$ cat src/rtl/uart_rx_frontend.sv
`timescale 1ns/1ps
// uart_rx_frontend
// 16x oversampling UART byte receiver feeding a valid/ready byte consumer.
// Two-flop input synchroniser, free-running oversample tick, 2-of-3 majority
// sampling at mid-bit, start/stop validation and a first-word-fall-through
// output FIFO with sticky overrun reporting.
// Optional build macro: UART_RX_PARITY_EN adds an even-parity bit after the
// eight data bits; without it parity_err is tied low and a frame is 10 bits.
module uart_rx_frontend #(
    parameter int OVS_DIV = 27,   // CLK cycles per oversample tick, >= 2
    parameter int FIFO_AW = 2     // FIFO depth = 2**FIFO_AW
) (
    input  logic               CLK,
    input  logic               reset,
    input  logic               rx_in,
    input  logic               rx_enable,
    output logic [7:0]         rx_data,
    output logic               rx_valid,
    input  logic               rx_ready,
    output logic [FIFO_AW:0]   fifo_count,
    output logic               frame_err,
    output logic               parity_err,
    output logic               overrun,
    input  logic               clr_overrun
);

    localparam int TICK_W = (OVS_DIV > 1) ? $clog2(OVS_DIV) : 1;
    localparam logic [TICK_W-1:0] TICK_LAST = TICK_W'(OVS_DIV - 1);
    localparam int DEPTH = 1 << FIFO_AW;
    localparam logic [FIFO_AW:0] FULL_COUNT = (FIFO_AW + 1)'(DEPTH);

    // Receiver FSM encoding.
    localparam logic [2:0] ST_IDLE   = 3'd0;
    localparam logic [2:0] ST_START  = 3'd1;
    localparam logic [2:0] ST_DATA   = 3'd2;
    localparam logic [2:0] ST_STOP   = 3'd3;
    localparam logic [2:0] ST_BREAK  = 3'd4;
`ifdef UART_RX_PARITY_EN
    localparam logic [2:0] ST_PARITY = 3'd5;
`endif

    // ------------------------------------------------------------------
    // Input synchroniser
    // ------------------------------------------------------------------
    logic [1:0] syncQ;
    logic       rxS;

    // Two-flop synchroniser; resets to the idle (high) line level.
    // NOTE: sequential state is written with <= so every flop samples pre-edge values.
    always_ff @(posedge CLK or posedge reset) begin
        if (reset) begin
            syncQ <= 2'b11;
        end else begin
            syncQ <= {syncQ[0], rx_in};
        end
    end

    assign rxS = syncQ[1];

    // ------------------------------------------------------------------
    // Oversample tick generator
    // ------------------------------------------------------------------
    logic [TICK_W-1:0] tickCnt;
    logic              tick;

    // Free-running divider while enabled, parked at 0 while disabled.
    always_ff @(posedge CLK or posedge reset) begin
        if (reset) begin
            tickCnt <= '0;
        end else if (!rx_enable || (tickCnt == TICK_LAST)) begin
            tickCnt <= '0;
        end else begin
            tickCnt <= tickCnt + 1'b1;
        end
    end

    assign tick = rx_enable && (tickCnt == TICK_LAST);

    // ------------------------------------------------------------------
    // Receive FSM
    // ------------------------------------------------------------------
    logic [2:0] state;
    logic [3:0] sCnt;       // oversample index within the current bit
    logic [2:0] bitIdx;     // data bit index, LSB first
    logic [7:0] shiftReg;   // assembled byte
    logic       samp7;      // line sample taken at sCnt = 7
    logic       samp8;      // line sample taken at sCnt = 8
    logic       maj;        // 2-of-3 vote; third sample is the live rxS at sCnt = 9
    logic       midTick;    // tick on which the bit value is decided
    logic       pushReq;    // good byte ready for the FIFO this cycle
    logic       frameHit;   // stop bit voted 0 this cycle
`ifdef UART_RX_PARITY_EN
    logic       parityBad;  // parity of the current frame already failed
    logic       parityHit;  // parity bit voted wrong this cycle
`endif

    // Bit decision and FSM-to-FIFO/error strobes.
    // NOTE: every signal gets an unconditional assignment here, so no latch can be inferred.
    always_comb begin
        maj      = (samp7 & samp8) | (samp7 & rxS) | (samp8 & rxS);
        midTick  = tick && (sCnt == 4'd9);
        frameHit = midTick && (state == ST_STOP) && !maj;
`ifdef UART_RX_PARITY_EN
        parityHit = midTick && (state == ST_PARITY) && (maj != ^shiftReg);
        pushReq   = midTick && (state == ST_STOP) && maj && !parityBad;
`else
        pushReq   = midTick && (state == ST_STOP) && maj;
`endif
    end

    // Frame sequencing: start validation, data shift, optional parity, stop check.
    always_ff @(posedge CLK or posedge reset) begin
        if (reset) begin
            state    <= ST_IDLE;
            sCnt     <= '0;
            bitIdx   <= '0;
            shiftReg <= '0;
            samp7    <= 1'b1;
            samp8    <= 1'b1;
`ifdef UART_RX_PARITY_EN
            parityBad <= 1'b0;
`endif
        end else if (!rx_enable) begin
            // Disabling abandons any partial frame.
            state  <= ST_IDLE;
            sCnt   <= '0;
            bitIdx <= '0;
        end else if (tick) begin
            if (sCnt == 4'd7) samp7 <= rxS;
            if (sCnt == 4'd8) samp8 <= rxS;
            sCnt <= sCnt + 4'd1;

            case (state)
                ST_IDLE: begin
                    sCnt <= '0;
                    if (!rxS) begin
                        state <= ST_START;
`ifdef UART_RX_PARITY_EN
                        parityBad <= 1'b0;
`endif
                    end
                end

                ST_START: begin
                    if ((sCnt == 4'd9) && maj) begin
                        // Line was high again at mid-bit: a glitch, not a start bit.
                        state <= ST_IDLE;
                        sCnt  <= '0;
                    end else if (sCnt == 4'd15) begin
                        state  <= ST_DATA;
                        bitIdx <= '0;
                    end
                end

                ST_DATA: begin
                    if (sCnt == 4'd9) shiftReg <= {maj, shiftReg[7:1]};
                    if (sCnt == 4'd15) begin
                        bitIdx <= bitIdx + 3'd1;
                        if (bitIdx == 3'd7) begin
`ifdef UART_RX_PARITY_EN
                            state <= ST_PARITY;
`else
                            state <= ST_STOP;
`endif
                        end
                    end
                end

`ifdef UART_RX_PARITY_EN
                ST_PARITY: begin
                    if (parityHit) parityBad <= 1'b1;
                    if (sCnt == 4'd15) state <= ST_STOP;
                end
`endif

                ST_STOP: begin
                    // Leave at mid stop bit so the next start edge is not missed.
                    if (sCnt == 4'd9) begin
                        state <= maj ? ST_IDLE : ST_BREAK;
                        sCnt  <= '0;
                    end
                end

                ST_BREAK: begin
                    // Wait out a held-low line before hunting for a start bit.
                    sCnt <= '0;
                    if (rxS) state <= ST_IDLE;
                end

                default: begin
                    state <= ST_IDLE;
                    sCnt  <= '0;
                end
            endcase
        end
    end

    // ------------------------------------------------------------------
    // Error pulses
    // ------------------------------------------------------------------
    // Registered one-cycle error strobes.
    always_ff @(posedge CLK or posedge reset) begin
        if (reset) begin
            frame_err <= 1'b0;
        end else begin
            frame_err <= frameHit;
        end
    end

`ifdef UART_RX_PARITY_EN
    // Registered one-cycle parity strobe.
    always_ff @(posedge CLK or posedge reset) begin
        if (reset) begin
            parity_err <= 1'b0;
        end else begin
            parity_err <= parityHit;
        end
    end
`else
    assign parity_err = 1'b0;
`endif

    // ------------------------------------------------------------------
    // Output FIFO (first-word fall-through)
    // ------------------------------------------------------------------
    logic [7:0]         mem [DEPTH];
    logic [FIFO_AW-1:0] wrPtr;
    logic [FIFO_AW-1:0] rdPtr;
    logic [FIFO_AW:0]   count;
    logic               pop;
    logic               full;
    logic               doPush;
    logic               dropByte;

    assign pop      = rx_valid && rx_ready;
    assign full     = (count == FULL_COUNT);
    // A pop in the same cycle frees the slot, so a push at full still lands.
    assign doPush   = pushReq && (!full || pop);
    assign dropByte = pushReq && full && !pop;

    // Byte storage.
    // NOTE: the storage array is deliberately not reset; pointers and count say which entries are live.
    always_ff @(posedge CLK) begin
        if (doPush) mem[wrPtr] <= shiftReg;
    end

    // Pointers wrap naturally at 2**FIFO_AW; count tracks occupancy exactly.
    always_ff @(posedge CLK or posedge reset) begin
        if (reset) begin
            wrPtr <= '0;
            rdPtr <= '0;
            count <= '0;
        end else begin
            if (doPush) wrPtr <= wrPtr + 1'b1;
            if (pop)    rdPtr <= rdPtr + 1'b1;
            case ({doPush, pop})
                2'b10:   count <= count + 1'b1;
                2'b01:   count <= count - 1'b1;
                default: count <= count;
            endcase
        end
    end

    // Sticky overrun; a drop in the same cycle as a clear keeps the flag set.
    always_ff @(posedge CLK or posedge reset) begin
        if (reset) begin
            overrun <= 1'b0;
        end else if (dropByte) begin
            overrun <= 1'b1;
        end else if (clr_overrun) begin
            overrun <= 1'b0;
        end
    end

    assign rx_valid   = (count != '0);
    assign rx_data    = rx_valid ? mem[rdPtr] : 8'h00;
    assign fifo_count = count;

endmodule
$ cat config.mk
export PLATFORM = sky130hd
export DESIGN_NAME = uart_rx_frontend
export DESIGN_NICKNAME = d
export VERILOG_FILES = /design/src/rtl/uart_rx_frontend.sv
export SDC_FILE = /design/constraint.sdc
export NUM_CORES = 1
export LEC_CHECK = 0
export BUFFER_PORTS_ARGS = -buffer_cell sky130_fd_sc_hd__buf_2
export CAP_MARGIN = 20
export CORE_ASPECT_RATIO = 1.4
export CORE_UTILIZATION = 40
export CTS_BUF_LIST = sky130_fd_sc_hd__clkbuf_2 sky130_fd_sc_hd__clkbuf_4 sky130_fd_sc_hd__clkbuf_8
export DETAILED_ROUTE_END_ITERATION = 12
export GPL_ROUTABILITY_DRIVEN = 0
export HOLD_SLACK_MARGIN = 0.02
export PLACE_DENSITY = 0.62
export SLEW_MARGIN = 15
export SYNTH_ARGS = -nofsm -noshare
export SYNTH_HDL_FRONTEND = slang
export SYNTH_SLANG_ARGS = --single-unit
$ cat constraint.sdc
create_clock -name CLK -period 3 [get_ports CLK]
set_clock_uncertainty 0.1 [all_clocks]
set_input_delay 0.15 -clock CLK [delete_from_list [all_inputs] [get_ports CLK]]
set_output_delay 0.15 -clock CLK [all_outputs]
set_load 0.05 [all_outputs]
# ---- Yosys cells after proc, flatten, opt, wreduce, memory -nomap -nowiden
# Memory sizes are Yosys's and may differ from the RTL's.
# Cells that the tools add are included.
dict set report word_totals {
  ff_bits 36
  mem_bits_rw 32
  in_bits 6
  out_inout_bits 15
  elab_cells 103
  mem_count 1
}
# memory words width read_ports rd_ports_with_merged_regs write_ports line_no
set mem_list {}
lappend mem_list {mem 4 8 1 0 1 226} ;# logic [7:0] mem [DEPTH];
dict set report op_classes {
  addsub 7
  eq_ne 23
  n_mux 29
  n_bitwise 5
  n_reduce_logical 25
}
# operator count
set ops {}
lappend ops {{3-bit 2-to-1 mux} 15}
lappend ops {{3-bit != test (second input constant)} 7}
lappend ops {{4-bit 2-to-1 mux} 4}
lappend ops {{3-bit one-hot mux with 5 select lines} 1}
lappend ops {{4-bit == test (second input constant)} 3}
lappend ops {{3-bit one-hot mux with 2 select lines} 2}
lappend ops {{4-bit one-hot mux with 3 select lines} 1}
lappend ops {{1-bit logical AND} 10}
lappend ops {{3-bit == test (second input constant)} 3}
lappend ops {{8-bit 2-to-1 mux} 1}
lappend ops {{7-bit AND reduction} 1}
lappend ops {{3-bit by 1-bit adder with 3-bit output (second input constant)} 2}
lappend ops {{3-bit by 2-bit == test with 1-bit output (second input constant)} 2}
lappend ops {{3-bit AND reduction} 2}
lappend ops {{5-bit by 1-bit adder with 5-bit output (second input constant)} 1}
lappend ops {{5-bit == test (second input constant)} 1}
lappend ops {{5-bit 2-to-1 mux} 1}
lappend ops {{5-bit AND reduction} 1}
lappend ops {{2-bit by 1-bit adder with 2-bit output (second input constant)} 2}
lappend ops {{4-bit by 1-bit adder with 4-bit output (second input constant)} 1}
lappend ops {{4-bit by 3-bit == test with 1-bit output (second input constant)} 1}
lappend ops {{1-bit logical NOT} 4}
lappend ops {{1-bit 2-to-1 mux} 4}
lappend ops {{4-bit != test (second input constant)} 1}
lappend ops {{13 further kinds} 18}

# ---- Logic depth before layout (Yosys ltp)
dict set report logic_depth {
  ltp_word 8
  depth_mapped 13
  depth_no_buf 12
}

# ---- Worst setup path before layout
# Ideal clock, no wire load.
dict set report synth_timing {
  kind {reg2reg}
  start {register count[0] (netlist: fifo_count[0])}
  end {register count[2] (netlist: fifo_count[2])}
  setup_time_ps 82
  t_arrival_ps 2644
  t_required_ps 2818
  setup_slack_ps 174
  stages_incl_launch_ff 10
  n_path_buf 1
  synth_period_minus_slack_ps 2826
  cell_sequence {dfrtp_1 or3_1 clkbuf_1 and2_1 ha_1 inv_1 fa_1 xor2_1 nor2_1 xor2_1}
}
dict set report synth_via {
  elab_chain_len 6
  word_cells_on_any_way 12
  classes_between {2 x add/sub; 3 x eq/ne; 1 x mux; 6 x reduce/logical}
}
# element line_no
set synth_lines {}
lappend synth_lines {{start, declared} 229} ;# logic [FIFO_AW:0] count;
lappend synth_lines {{start signal, assigned} 257} ;# 2'b10: count <= count + 1'b1;
lappend synth_lines {{start signal, assigned} 258} ;# 2'b01: count <= count - 1'b1;
lappend synth_lines {{start signal, assigned} 259} ;# default: count <= count;
lappend synth_lines {{3-bit nonzero test (*)} 275} ;# assign rx_valid = (count != '0);
lappend synth_lines {{named net rx_valid} 18} ;# output logic rx_valid,
lappend synth_lines {{1-bit logical AND (*)} 235} ;# assign pop = rx_valid && rx_ready;
lappend synth_lines {{named net pop} 230} ;# logic pop;
lappend synth_lines {{1-bit logical OR} 238} ;# assign doPush = pushReq && (!full || pop);
lappend synth_lines {{1-bit logical AND} 238}
lappend synth_lines {{2-bit by 1-bit == test with 1-bit output or 2-bit == test (tied branches)} 256} ;# case ({doPush, pop})
lappend synth_lines {{3-bit one-hot mux with 2 select lines or 2-bit nonzero test (tied branches)} n/a}
# Mark *: on every way through the listed nets, which the timed path passes. The rest lies on a longest branch.
# A chain may end at the register's enable or synchronous reset.

# ---- Final worst setup path
dict set report layout_timing {
  start {register tickCnt[0]}
  end {register count[1] (netlist: fifo_count[1])}
}
dict set report layout_via {
  elab_chain_len 8
  word_cells_on_any_way 10
  classes_between {3 x eq/ne; 1 x mux; 6 x reduce/logical}
}
# element line_no
set layout_lines {}
lappend layout_lines {{start, declared} 63} ;# logic [TICK_W-1:0] tickCnt;
lappend layout_lines {{start signal, assigned} 73} ;# tickCnt <= tickCnt + 1'b1;
lappend layout_lines {{5-bit == test (*)} 77} ;# assign tick = rx_enable && (tickCnt == TICK_LAST);
lappend layout_lines {{1-bit logical AND (*)} 77}
lappend layout_lines {{1-bit logical AND (*)} 101} ;# midTick = tick && (sCnt == 4'd9);
lappend layout_lines {{1-bit logical AND (*) (2 in series)} 107} ;# pushReq = midTick && (state == ST_STOP) && maj;
lappend layout_lines {{1-bit logical AND (*)} 238}
lappend layout_lines {{2-bit by 1-bit == test with 1-bit output or 2-bit == test (tied branches)} 256}
lappend layout_lines {{3-bit one-hot mux with 2 select lines or 2-bit nonzero test (tied branches)} n/a}
# Every way passes the cells marked *; elsewhere a longest branch is shown, timed or not.

==> results_tabular.tex <==
\begin{tabular}{lr}
\hline
Metric & Value \\
\hline
\multicolumn{2}{l}{\textbf{GRT}} \\
Vias in the first global route & approximately 1800 \\
Wire length of the first global-routing pass & 8638 um \\
Tot GR Track Use & 14.06\% \\
Overflow left after global routing & 0 \\
Pin count of the biggest net entering global routing & 20 \\
Number of antenna violations at the first check in global routing & 0 \\
\multicolumn{2}{l}{\textbf{Synth}} \\
Area fraction of the dominant cell type after synthesis & 30.50\% \\
Netlist cell types & 50 \\
Cell type with the largest total area after synthesis & sky130\_fd\_sc\_hd\_\_edfxtp\_1 \\
Number of nets produced by synthesis & 246 \\
Count of state elements after synthesis & 68 \\
EDFF count, synth & 32 \\
FFs w/ async S/R, synth & 52.94\% \\
Top flip-flop cell by instance count after synthesis & sky130\_fd\_sc\_hd\_\_edfxtp\_1 \\
Gate count after technology mapping & 227 \\
Register area share after synthesis & 59.25\% \\
Largest cells by area after synthesis & sky130\_fd\_sc\_hd\_\_edfxtp\_1 (31\%), sky130\_fd\_sc\_hd\_\_dfrtp\_1 (25\%), sky130\_fd\_sc\_hd\_\_mux4\_2 (5.7\%) \\
Synthesized cell area & 0.003151 mm2 \\
Mean instance size in the synthesized netlist & 13.88 um2 \\
Warnings, synthesis & 0 \\
Top cells by instance count after synthesis & sky130\_fd\_sc\_hd\_\_dfrtp\_1 (32), sky130\_fd\_sc\_hd\_\_edfxtp\_1 (32), sky130\_fd\_sc\_hd\_\_inv\_1 (17) \\
\multicolumn{2}{l}{\textbf{Hold path}} \\
Hold path depth & 3 \\
Class of the worst hold path & input pin to flop \\
Endpoint of the worst hold path & overrun \\
Worst hold start & rx\_ready \\
\multicolumn{2}{l}{\textbf{Setup path}} \\
Setup slack of the worst register-to-register path & 0.48 ns \\
Startpoint types & flop \\
Delay-heaviest family, CP & adder cells \\
Origin of the worst setup path & tickCnt[0] \\
Largest driver fanout on the critical path & 8 \\
R2R Path Start & tickCnt[0] \\
Crit end category & flop \\
CP Buf/Inv Count & 3 \\
Number of cells traversed by the worst register-to-register path & 10 \\
CP max stage cell & sky130\_fd\_sc\_hd\_\_dfrtp\_1 \\
Peak per-stage delay on the critical path & around 0.4 ns \\
Crit path top cell by count & sky130\_fd\_sc\_hd\_\_inv\_1 \\
Cells traversed along the worst timing path & inv\_1 > ha\_1 > nand4b\_4 > nor2\_2 > and4\_4 > inv\_1 > ha\_1 > inv\_1 > fa\_1 > mux2i\_1 \\
Type of the worst setup path & flop to flop \\
Endpoint required time on the critical path & 3.15 ns \\
Arrival time reported for the critical path endpoint & between 2 and 3 ns \\
End of the worst register-to-register path & fifo\_count[1] \\
\multicolumn{2}{l}{\textbf{Timing}} \\
Tightest Pin Transition & 0.6886 ns \\
Post-layout minimum cycle time & 2.515 ns \\
Max Fclk & 0.3976 GHz \\
Final Hold Vio Count & 0 \\
Share of the cycle needed by the critical path after routing & a little over four fifths \\
RSZ-0062 raised after global routing & false \\
Relative max-transition margin & approximately 54\% \\
Final total negative setup slack & 0 ns \\
Final-report setup violation count & 0 \\
Count of final max-slew check failures & 0 \\
\multicolumn{2}{l}{\textbf{Placement}} \\
PortBufs & 19 \\
Placed wire-length estimate & between 3000 and 4000 um \\
\multicolumn{2}{l}{\textbf{Power}} \\
Switching Power & around 0.00062 W \\
Largest vdd supply drop & 0.3343 mV \\
Comb power frac & 14.6\% \\
Share of total power in sequential cells & 49.3\% \\
Cell internal pwr & 0.001625 W \\
Overall power after layout & 0.002248 W \\
Clock network fraction of total power & 36.2\% \\
Leak & between 1.5 and 2 nW \\
Power density over the cells & between 600 and 700 mW/mm2 \\
Proportion of total power due to net switching & 27.70\% \\
\multicolumn{2}{l}{\textbf{Clock tree}} \\
CTS hold repair buffers & 3 \\
CTS tree & done \\
Maximum level of the CTS H-tree & 3 \\
Maximum count of clock buffers along a single path & 2 \\
Total clock buffers created by CTS & 9 \\
Library cell used as clock root buffer & sky130\_fd\_sc\_hd\_\_clkbuf\_8 \\
Num Clock Sinks & between 60 and 70 \\
Resized cells post-CTS & 0 \\
Post-CTS setup-driven buffer insertion count & 0 \\
Reg clk slew, reported paths & 0.07 ns \\
Worst-Skew Late Latency & between 0.3 and 0.4 ns \\
\multicolumn{2}{l}{\textbf{Final layout}} \\
Layout cell share with drive strength beyond 1 & 26.46\% \\
Diodes inserted & 0 \\
NumNets Final & 271 \\
Synth-to-layout area growth & 13.34\% \\
Sequential Area & 0.001867 mm2 \\
Multi-input combinational cell area & 0.001170 mm2 \\
Fillers & $\sim$680 \\
\multicolumn{2}{l}{\textbf{Routing}} \\
Number of vias per cell after detailed routing & 5.251 \\
Antenna Nets Post-Route & 0 \\
Vias after detailed routing & 1859 \\
Routed wire length per instance & 15.07 um \\
Router iterations before antenna repair & 5 \\
DRC marker count from the first detailed-route iteration & 82 \\
Total length of routed wires & 5334 um \\
\# DRC & 0 \\
\multicolumn{2}{l}{\textbf{Floorplanning}} \\
Effective utilization at floorplan & 42.01\% \\
Die width & 77.01 um \\
Die ar. & a little over 0.008 mm2 \\
Number of primary I/O pins & 21 \\
Number of rows created at floorplan & 37 \\
Core box area & 0.007500 mm2 \\
Die height & 107.0 um \\
\multicolumn{2}{l}{\textbf{Run}} \\
Max cap viols & 0 \\
\multicolumn{2}{l}{\textbf{Run status}} \\
Outcome & finished, final reports clean \\
\hline
\end{tabular}
==> worst max-delay path by stage <==
stage / to / slack [ns] / cells past startpoint
after floorplan: fifo_count[2] / 0.17 / 9
after global placement: fifo_count[2] / 0.59 / 12
after detailed placement: fifo_count[1] / 0.47 / 10
after CTS: fifo_count[1] / 0.46 / 10
after global routing: fifo_count[2] / 0.24 / 12
final: fifo_count[1] / 0.48 / 10
==> cells in the final DEF, fill, tap and decap left out, drive strengths merged, types with 4 or more instances in the layout <==
cell,n
clkbuf,11
edfxtp,32
xor2,5
nand4b,4
mux2,12
a31oi,6
inv,17
o21ai,6
mux4,8
buf,20
and2,13
nor3,4
dfrtp,32
ha,12
nand2,6
dfstp,4
nor2,10
xnor2,5
nand3,12
==> power groups by stage <==
stage	clock (W)	combinational [W]	sequential [W]
after floorplan	0	0.000242	0.00113
after global placement	0	0.000319	0.00113
after detailed placement	0	0.000328	0.00113
after CTS	0.000835	0.000333	0.00111
after global routing	0.000866	0.000353	0.00112
final	0.000813	0.000327	0.00111
==> cells by family (layout without fill, tap and decap cells) <==
family	count (synthesis)	count (layout)	share of synthesized area, %
mux	21	21	10.44
other cells	1	1	0.1190
flops	68	68	59.25
fa+ha+maj	14	14	5.758
simple gates	65	65	13.15
compound gates	22	22	4.886
buf+inv	26	56	3.614
xor+xnor	10	10	2.780
==> sequential cells by signal, indices dropped and copies added, names as in the netlist, 2 cells and up <==
register and count:
fifo_count 3, state 3, syncQ 2, wrPtr 2, sCnt 4, bitIdx 3
tickCnt 5, mem 32, rdPtr 2, shiftReg 8
==> layout make-up <==
class	count	area share (%)
Tap cell	97	3.399
Inverter	17	1.787
Multi-Input combinational cell	133	32.76
Clock buffer	11	3.889
Sequential cell	68	52.28
Clock inverter	5	2.172
Timing Repair Buffer	23	3.714
==> worst min-delay path, delay by kind of cell <==
kind | cells | cell delay [ns]
and+or+nand+nor | 1 | 0.12
buffers and inverters | 1 | 0.09
AOI/OAI and AO/OA | 1 | 0.07
==> per-stage QoR <==
stage	utilization [%]	setup WS [ns]	cells	hold slack (ns)	instance area [um2]
after global placement	44.33	0.5883	335	0.1576	3324
after CTS	47.61	0.4595	354	0.02055	3571
after detailed placement	44.33	0.4741	335	0.1570	3324
final	47.61	0.4847	354	0.03722	3571
after global routing	47.61	0.2412	354	0.03299	3571
after floorplan	-	0.1741	227	0.05448	3151
==> layer usage <==
layer  track usage [%]  part of all wire [%]  vias up
met5                 0                     0        -
met4             6.604                   1.9        0
met3             3.660                   2.8       10
met2             26.47                    53       38
met1             14.30                    42      935
li1                  -                     -      876
Power figures use the tool's default switching activity.
